`src/rtl/hazard_ctrl_if.sv`:
```
// Pipeline-to-hazard-unit signal bundle.
// Optional HAZARD_PERF_EN adds the stall/flush performance counter outputs.
interface hazard_ctrl_if;
    logic [4:0] id_rs1;
    logic [4:0] id_rs2;
    logic       id_rs1_used;
    logic       id_rs2_used;
    logic       ex_RFWe;
    logic [1:0] ex_RFWsrc;
    logic [4:0] ex_rfwaddr;
    logic       ex_br_taken;
    logic       mem_req;
    logic       mem_ready;
    logic       pc_stop;
    logic       ifid_stop;
    logic       idex_stop;
    logic       exmem_stop;
    logic       ifid_flush;
    logic       idex_flush;
    logic       memwb_flush;
    logic       mem_timeout;
`ifdef HAZARD_PERF_EN
    logic [31:0] stall_cnt;
    logic [31:0] flush_cnt;
`endif

    modport master (
        output id_rs1, id_rs2, id_rs1_used, id_rs2_used,
        output ex_RFWe, ex_RFWsrc, ex_rfwaddr, ex_br_taken,
        output mem_req, mem_ready,
        input  pc_stop, ifid_stop, idex_stop, exmem_stop,
        input  ifid_flush, idex_flush, memwb_flush, mem_timeout
`ifdef HAZARD_PERF_EN
        , input stall_cnt, flush_cnt
`endif
    );

    modport slave (
        input  id_rs1, id_rs2, id_rs1_used, id_rs2_used,
        input  ex_RFWe, ex_RFWsrc, ex_rfwaddr, ex_br_taken,
        input  mem_req, mem_ready,
        output pc_stop, ifid_stop, idex_stop, exmem_stop,
        output ifid_flush, idex_flush, memwb_flush, mem_timeout
`ifdef HAZARD_PERF_EN
        , output stall_cnt, flush_cnt
`endif
    );
endinterface

```
`src/rtl/hazard_ctrl.sv`:
```
// Pipeline stop/flush generator: load-use, taken branch and data-memory wait with timeout.
// Optional HAZARD_PERF_EN adds saturating stall and flush cycle counters.
module hazard_ctrl #(
    parameter int unsigned MEM_TIMEOUT = 16,
    parameter logic [1:0]  RFWSRC_MEM  = 2'b01
) (
    input logic        clk,
    input logic        rst,
    hazard_ctrl_if.slave hif
);
    localparam int unsigned     CntW    = $clog2(MEM_TIMEOUT);
    localparam logic [CntW-1:0] CntLast = CntW'(MEM_TIMEOUT - 1);

    typedef enum logic [1:0] {
        StRun   = 2'b00,
        StMwait = 2'b01
    } state_t;

    state_t          state_q, state_d;
    logic [CntW-1:0] wait_cnt_q, wait_cnt_d;
    logic            timeout_q, timeout_d;
    logic            lduse;
    logic            memstall;
    logic            pc_stop, ifid_stop, idex_stop, exmem_stop;
    logic            ifid_flush, idex_flush, memwb_flush;

    always_ff @(posedge clk or posedge rst) begin
        if (rst) begin
            state_q    <= StRun;
            wait_cnt_q <= '0;
            timeout_q  <= 1'b0;
        end else begin
            state_q    <= state_d;
            wait_cnt_q <= wait_cnt_d;
            timeout_q  <= timeout_d;
        end
    end

    always_comb begin
        lduse = hif.ex_RFWe && (hif.ex_RFWsrc == RFWSRC_MEM) && (hif.ex_rfwaddr != 5'd0) &&
                ((hif.id_rs1_used && (hif.id_rs1 == hif.ex_rfwaddr)) ||
                 (hif.id_rs2_used && (hif.id_rs2 == hif.ex_rfwaddr)));
    end

    always_comb begin
        state_d    = state_q;
        wait_cnt_d = wait_cnt_q;
        timeout_d  = timeout_q;
        memstall   = 1'b0;
        unique case (state_q)
            StRun: begin
                memstall = hif.mem_req && !hif.mem_ready;
                if (memstall) begin
                    state_d    = StMwait;
                    wait_cnt_d = '0;
                end
            end
            StMwait: begin
                memstall = !hif.mem_ready && (wait_cnt_q != CntLast);
                if (hif.mem_ready) begin
                    state_d = StRun;
                end else if (wait_cnt_q == CntLast) begin
                    // Forced release: let the pipeline move on and flag it stickily.
                    state_d   = StRun;
                    timeout_d = 1'b1;
                end else begin
                    wait_cnt_d = wait_cnt_q + CntW'(1);
                end
            end
            default: state_d = StRun;
        endcase
    end

    always_comb begin
        pc_stop     = 1'b0;
        ifid_stop   = 1'b0;
        idex_stop   = 1'b0;
        exmem_stop  = 1'b0;
        ifid_flush  = 1'b0;
        idex_flush  = 1'b0;
        memwb_flush = 1'b0;
        if (!rst) begin
            if (memstall) begin
                pc_stop     = 1'b1;
                ifid_stop   = 1'b1;
                idex_stop   = 1'b1;
                exmem_stop  = 1'b1;
                memwb_flush = 1'b1;
            end else if (hif.ex_br_taken) begin
                ifid_flush = 1'b1;
                idex_flush = 1'b1;
            end else if (lduse) begin
                pc_stop    = 1'b1;
                ifid_stop  = 1'b1;
                idex_flush = 1'b1;
            end
        end
    end

    assign hif.pc_stop     = pc_stop;
    assign hif.ifid_stop   = ifid_stop;
    assign hif.idex_stop   = idex_stop;
    assign hif.exmem_stop  = exmem_stop;
    assign hif.ifid_flush  = ifid_flush;
    assign hif.idex_flush  = idex_flush;
    assign hif.memwb_flush = memwb_flush;
    assign hif.mem_timeout = timeout_q;

`ifdef HAZARD_PERF_EN
    logic [31:0] stall_cnt_q;
    logic [31:0] flush_cnt_q;

    always_ff @(posedge clk or posedge rst) begin
        if (rst) begin
            stall_cnt_q <= '0;
            flush_cnt_q <= '0;
        end else begin
            if (pc_stop && (stall_cnt_q != 32'hFFFF_FFFF)) begin
                stall_cnt_q <= stall_cnt_q + 32'd1;
            end
            if ((ifid_flush || idex_flush) && (flush_cnt_q != 32'hFFFF_FFFF)) begin
                flush_cnt_q <= flush_cnt_q + 32'd1;
            end
        end
    end

    assign hif.stall_cnt = stall_cnt_q;
    assign hif.flush_cnt = flush_cnt_q;
`endif
endmodule
```
`src/flat_wrapper.sv`:
```
// flat-port wrapper written by rule: the top's interface ports become plain ports
module hazard_ctrl_flat 
#(
    parameter int unsigned MEM_TIMEOUT = 16,
    parameter logic [1:0]  RFWSRC_MEM  = 2'b01
)
  (clk, rst, hif_id_rs1, hif_id_rs2, hif_id_rs1_used, hif_id_rs2_used, hif_ex_RFWe, hif_ex_RFWsrc, hif_ex_rfwaddr, hif_ex_br_taken, hif_mem_req, hif_mem_ready, hif_pc_stop, hif_ifid_stop, hif_idex_stop, hif_exmem_stop, hif_ifid_flush, hif_idex_flush, hif_memwb_flush, hif_mem_timeout);
  hazard_ctrl_if hif_i ();
  input logic clk;
  input logic rst;
  input wire logic [$bits(hif_i.id_rs1)-1:0] hif_id_rs1;
  input wire logic [$bits(hif_i.id_rs2)-1:0] hif_id_rs2;
  input wire logic [$bits(hif_i.id_rs1_used)-1:0] hif_id_rs1_used;
  input wire logic [$bits(hif_i.id_rs2_used)-1:0] hif_id_rs2_used;
  input wire logic [$bits(hif_i.ex_RFWe)-1:0] hif_ex_RFWe;
  input wire logic [$bits(hif_i.ex_RFWsrc)-1:0] hif_ex_RFWsrc;
  input wire logic [$bits(hif_i.ex_rfwaddr)-1:0] hif_ex_rfwaddr;
  input wire logic [$bits(hif_i.ex_br_taken)-1:0] hif_ex_br_taken;
  input wire logic [$bits(hif_i.mem_req)-1:0] hif_mem_req;
  input wire logic [$bits(hif_i.mem_ready)-1:0] hif_mem_ready;
  output wire logic [$bits(hif_i.pc_stop)-1:0] hif_pc_stop;
  output wire logic [$bits(hif_i.ifid_stop)-1:0] hif_ifid_stop;
  output wire logic [$bits(hif_i.idex_stop)-1:0] hif_idex_stop;
  output wire logic [$bits(hif_i.exmem_stop)-1:0] hif_exmem_stop;
  output wire logic [$bits(hif_i.ifid_flush)-1:0] hif_ifid_flush;
  output wire logic [$bits(hif_i.idex_flush)-1:0] hif_idex_flush;
  output wire logic [$bits(hif_i.memwb_flush)-1:0] hif_memwb_flush;
  output wire logic [$bits(hif_i.mem_timeout)-1:0] hif_mem_timeout;
  assign hif_i.id_rs1 = hif_id_rs1;
  assign hif_i.id_rs2 = hif_id_rs2;
  assign hif_i.id_rs1_used = hif_id_rs1_used;
  assign hif_i.id_rs2_used = hif_id_rs2_used;
  assign hif_i.ex_RFWe = hif_ex_RFWe;
  assign hif_i.ex_RFWsrc = hif_ex_RFWsrc;
  assign hif_i.ex_rfwaddr = hif_ex_rfwaddr;
  assign hif_i.ex_br_taken = hif_ex_br_taken;
  assign hif_i.mem_req = hif_mem_req;
  assign hif_i.mem_ready = hif_mem_ready;
  assign hif_pc_stop = hif_i.pc_stop;
  assign hif_ifid_stop = hif_i.ifid_stop;
  assign hif_idex_stop = hif_i.idex_stop;
  assign hif_exmem_stop = hif_i.exmem_stop;
  assign hif_ifid_flush = hif_i.ifid_flush;
  assign hif_idex_flush = hif_i.idex_flush;
  assign hif_memwb_flush = hif_i.memwb_flush;
  assign hif_mem_timeout = hif_i.mem_timeout;
  hazard_ctrl #(.MEM_TIMEOUT(MEM_TIMEOUT), .RFWSRC_MEM(RFWSRC_MEM)) u_core (.clk(clk), .rst(rst), .hif(hif_i));
endmodule
```
`config.mk`:
```
export PLATFORM = sky130hd
export DESIGN_NAME = hazard_ctrl_flat
export DESIGN_NICKNAME = d
export VERILOG_FILES = /design/src/rtl/hazard_ctrl_if.sv /design/src/rtl/hazard_ctrl.sv /design/src/flat_wrapper.sv
export SDC_FILE = /design/constraint.sdc
export NUM_CORES = 1
export LEC_CHECK = 0
export CORE_MARGIN = 4
export CORE_UTILIZATION = 36
export DETAILED_ROUTE_END_ITERATION = 12
export HOLD_SLACK_MARGIN = 0.02
export PLACE_DENSITY = 0.84
export SYNTH_ARGS = -nofsm -noshare
export SYNTH_HDL_FRONTEND = slang
export SYNTH_SLANG_ARGS = --single-unit
export TNS_END_PERCENT = 100
```
`constraint.sdc`:
```
create_clock -name clk -period 4.7 [get_ports clk]
set_clock_uncertainty 0.15 [all_clocks]
set_input_delay 0.94 -clock clk [delete_from_list [all_inputs] [get_ports clk]]
set_output_delay 0.94 -clock clk [all_outputs]
set_load 0.005 [all_outputs]
```
==> out/qor.csv, run 1 <==
stage,metric,value,unit
synth,adder-cell share of the synthesized area,2.56,%
setup_path,CP max stage delay,0.58,ns
placement,HPWL Detailed,1130,um
power,NetSw,0.0447,mW
setup_path,"Cell Chain, Critical Path","clkdlybuf4s50_1, xor2_1, nor4_2, a32oi_1, o41ai_1, clkdlybuf4s50_1",
clock_tree,clk_lat worst skew,0.25,ns
power,sequential share of power,36.9,%
setup_path,CP most frequent cell,clkdlybuf4s50_1,
finish,most frequent cells in the layout,"clkdlybuf4s50_1, xor2_1, dfrtp_1",
routing,DR DRC count,0,
setup_path,CP arrival,3.02,ns
routing,drt initial violations,3,
finish,FILL cells,114,
synth,largest family of logic cells by synthesized area,compound AO/OA/AOI/OAI gates,
finish,area of the multi-input gates,300,um^2
setup_path,slowest library cell on the worst path,clkdlybuf4s50_1,
worst_hold_path,Worst Hold Depth,1,
floorplan,Die Ht,44.8,um
floorplan,row cnt,13,
setup_path,crit path buf inv count,2,
global_routing,number of global-route vias before repair,505,
sta,final period utilization,87.5,%
clock_tree,root buf cell,clkbuf_4,
finish,nets@finish,116,
setup_path,Worst Setup Start Kind,primary input,
synth,"area leader, netlist",dfrtp_1,
power,VDD IR max,0.0865,mV
synth,top post-synthesis cells by area,"dfrtp_1, xor2_1, buf_4, nand3_1, o21ai_0",
sta,minimum clock period,4.11,ns
placement,Post-Place Cell Area,805,um^2
clock_tree,setup bufs post-CTS,0,
synth,multiplexer area fraction after synthesis,0,%
sta,max_slew headroom,74.9,%
setup_path,Worst path depth,6,
global_routing,antenna violations before repair,0,
clock_tree,clock-pin slew on the worst setup and hold paths,0.05,ns
sta,Final setup viols,0,
global_routing,grt met3 use,7.57,%
placement,port bufs,32,
clock_tree,CTS tree,yes,
power,P_leak,0.363,nW
synth,Mapped Area,488,um^2
global_routing,total global-route track usage,14.3,%
routing,total vias in the final route,531,
sta,final hold vios,0,
sta,Slew @ Worst Pin,0.371,ns
sta,Final TNS setup,0,ns
setup_path,number of cells on the worst reg-to-reg path,5,
floorplan,io pins,33,
finish,fin cells,103,
placement,Placed Cells,100,
routing,Detail Route Antenna Nets,0,
routing,WL/cell,12.5,um
clock_tree,clock sinks,6,
finish,"most common cell after layout, fill and taps aside",clkdlybuf4s50_1,
routing,First-pass DRT Iterations,4,
floorplan,core area,1280,um^2
placement,routability cong.,0.817,
synth,register area share after synthesis,30.8,%
finish,cell area after layout,827,um^2
synth,Synth top area share,30.8,%
clock_tree,CTS H-tree lvls,1,
synth,Synth Area in Compound Gates,20.8,%
finish,Seq. cell area,150,um^2
worst_hold_path,type of the tightest min-delay check,flip-flop to flip-flop,
global_routing,largest net degree at the start of global routing,9,
floorplan,area enclosed by the die boundary,2010,um^2
synth,"Net Count, Synth",82,
clock_tree,Max Root-Sink Buffers,2,
finish,post-layout util,64.4,%
synth,Ys Warns,0,
synth,simple logic cell fraction of the synthesized area,20.3,%
sta,"Slew Viols, Final",0,
sta,RSZ-0062 raised after global routing,false,
power,Tot Pwr,0.163,mW
synth,Mapped Cells,56,
global_routing,GR Util met1,13.9,%
finish,# diodes,0,
setup_path,kind of end point of the critical path,output pin,
finish,Area Overhead vs Synth,69.5,%
synth,Yosys cell types,23,
global_routing,first-pass GRT wire length,2010,um
clock_tree,post-cts hold buffer count,0,
clock_tree,post_cts resized,0,
run_status,status,completed,
synth,post-synthesis xor/xnor area fraction,17.9,%
global_routing,busiest layer in global routing,met2,
power,clock group share of total power,30.9,%
run,max-cap viol count,0,
synth,"Avg Cell Area, Syn",8.71,um^2
floorplan,Starting Density,38.0,%
setup_path,CP Max Fanout,3,
global_routing,GRT overflow,0,
floorplan,Chip Width,44.8,um
sta,Highest Clock Rate,243,MHz
setup_path,"Req. time, crit path",3.61,ns
finish,layout cells sized above 1,4.55,%
power,cell-internal power,0.118,mW
power,pwr/cell area,197,nW/um^2
synth,register bit count reported by yosys,6,
power,Switching Share,27.5,%
routing,routed wire length,1290,um
power,Comb power frac,32.1,%
setup_path,Crit path max-delay family,buffers and inverters,
setup_path,Worst Setup Path Type,primary input to output pin,
clock_tree,total CTS buffers,3,
global_routing,global routing usage on met2,23.8,%
routing,vias per std cell,5.16,
-- per-layer routing --
layer	share of wire (%)	vias up
li1	-	263
met1	36	235
met2	49	28
met3	12	5
met4	2.4	0
met5	0	-
-- cell type report --
class / instances / share of cell area, %
repair buffers: 32 / 38.7
multi-input cells: 43 / 36.3
flip-flops and latches: 6 / 18.2
clock buffers: 3 / 2.72
well taps: 15 / 2.27
inverters: 4 / 1.82
-- power groups by stage --
stage / Combinational [mW] / Clock (mW) / Sequential (mW)
final: 0.0523 / 0.0504 / 0.0601
after global routing: 0.0571 / 0.0544 / 0.0606
after CTS: 0.0531 / 0.0517 / 0.0601
after detailed placement: 0.0530 / 0 / 0.0607
after global placement: 0.0515 / 0 / 0.0604
after floorplan: 0.0220 / 0 / 0.0596
-- path summary, 6_finish.rpt --
| path | start | to | slack, ns |
|---|---|---|---|
| setup / recovery | hif_ex_rfwaddr[3] | hif_pc_stop | 0.59 |
| hold / removal | u_core.hif.mem_timeout | u_core.hif.mem_timeout | 0.34 |
| setup reg to reg | u_core.wait_cnt_q[0] | u_core.wait_cnt_q[2] | 3.04 |
| hold reg to reg | u_core.hif.mem_timeout | u_core.hif.mem_timeout | 0.34 |
| max in group asynchronous | rst | u_core.wait_cnt_q[2] | 3.35 |
| min in group asynchronous | rst | u_core.hif.mem_timeout | 0.83 |
-- cells by family after synthesis --
group / count (synthesis)
AO/OA/AOI/OAI: 14
XOR/XNOR: 10
adder cells (fa/ha/maj): 1
buffers and inverters: 7
flip-flops: 6
AND/OR/NAND/NOR: 18
-- state kept, by name, indices dropped and copies added, names as in the netlist --
| register | count |
|---|---|
| u_core.wait_cnt_q | 4 |
| u_core.hif.mem_timeout | 1 |
| u_core.state_q | 1 |
-- worst reg2reg max path, stage by stage, from the launching register on --
cell     delay (ns)
dfrtp_1        0.43
ha_1           0.26
and3_1         0.22
a21o_1         0.22
o21ai_0        0.15
o21ai_0        0.10
-- through the flow --
| stage | setup WS, ns | hold slack (ns) |
|---|---|---|
| after floorplan | 1.50 | 0.314 |
| final | 0.587 | 0.339 |
| after CTS | 0.552 | 0.336 |
| after detailed placement | 0.575 | 0.326 |
| after global placement | 0.614 | 0.310 |
| after global routing | 0.398 | 0.357 |
-- synth_stat cells --
library cell,instances
xor2_1,8
dfrtp_1,6
inv_1,4
nand2_1,4
nand3_1,4
o21ai_0,4
buf_4,3
a21o_1,2
a22o_1,2
nand2b_1,2
nor2_1,2
o21bai_1,2
o41ai_1,2
xnor2_1,2
a32oi_1,1
and2_0,1
and3_1,1
ha_1,1
nor3_1,1
nor4_1,1
nor4_2,1
o31ai_1,1
or4_1,1
(Power assumes the default switching activity.)
==> run 2: changes to the inputs <==
--- a/config.mk
+++ b/config.mk
@@ -8,6 +8,7 @@
 export CORE_MARGIN = 4
 export CORE_UTILIZATION = 36
 export DETAILED_ROUTE_END_ITERATION = 12
+export GPL_ROUTABILITY_DRIVEN = 0
 export HOLD_SLACK_MARGIN = 0.02
 export PLACE_DENSITY = 0.84
 export SYNTH_ARGS = -nofsm -noshare
==> results of run 2 <==
Final layout, timing and power as in run 1 (identical DEF).
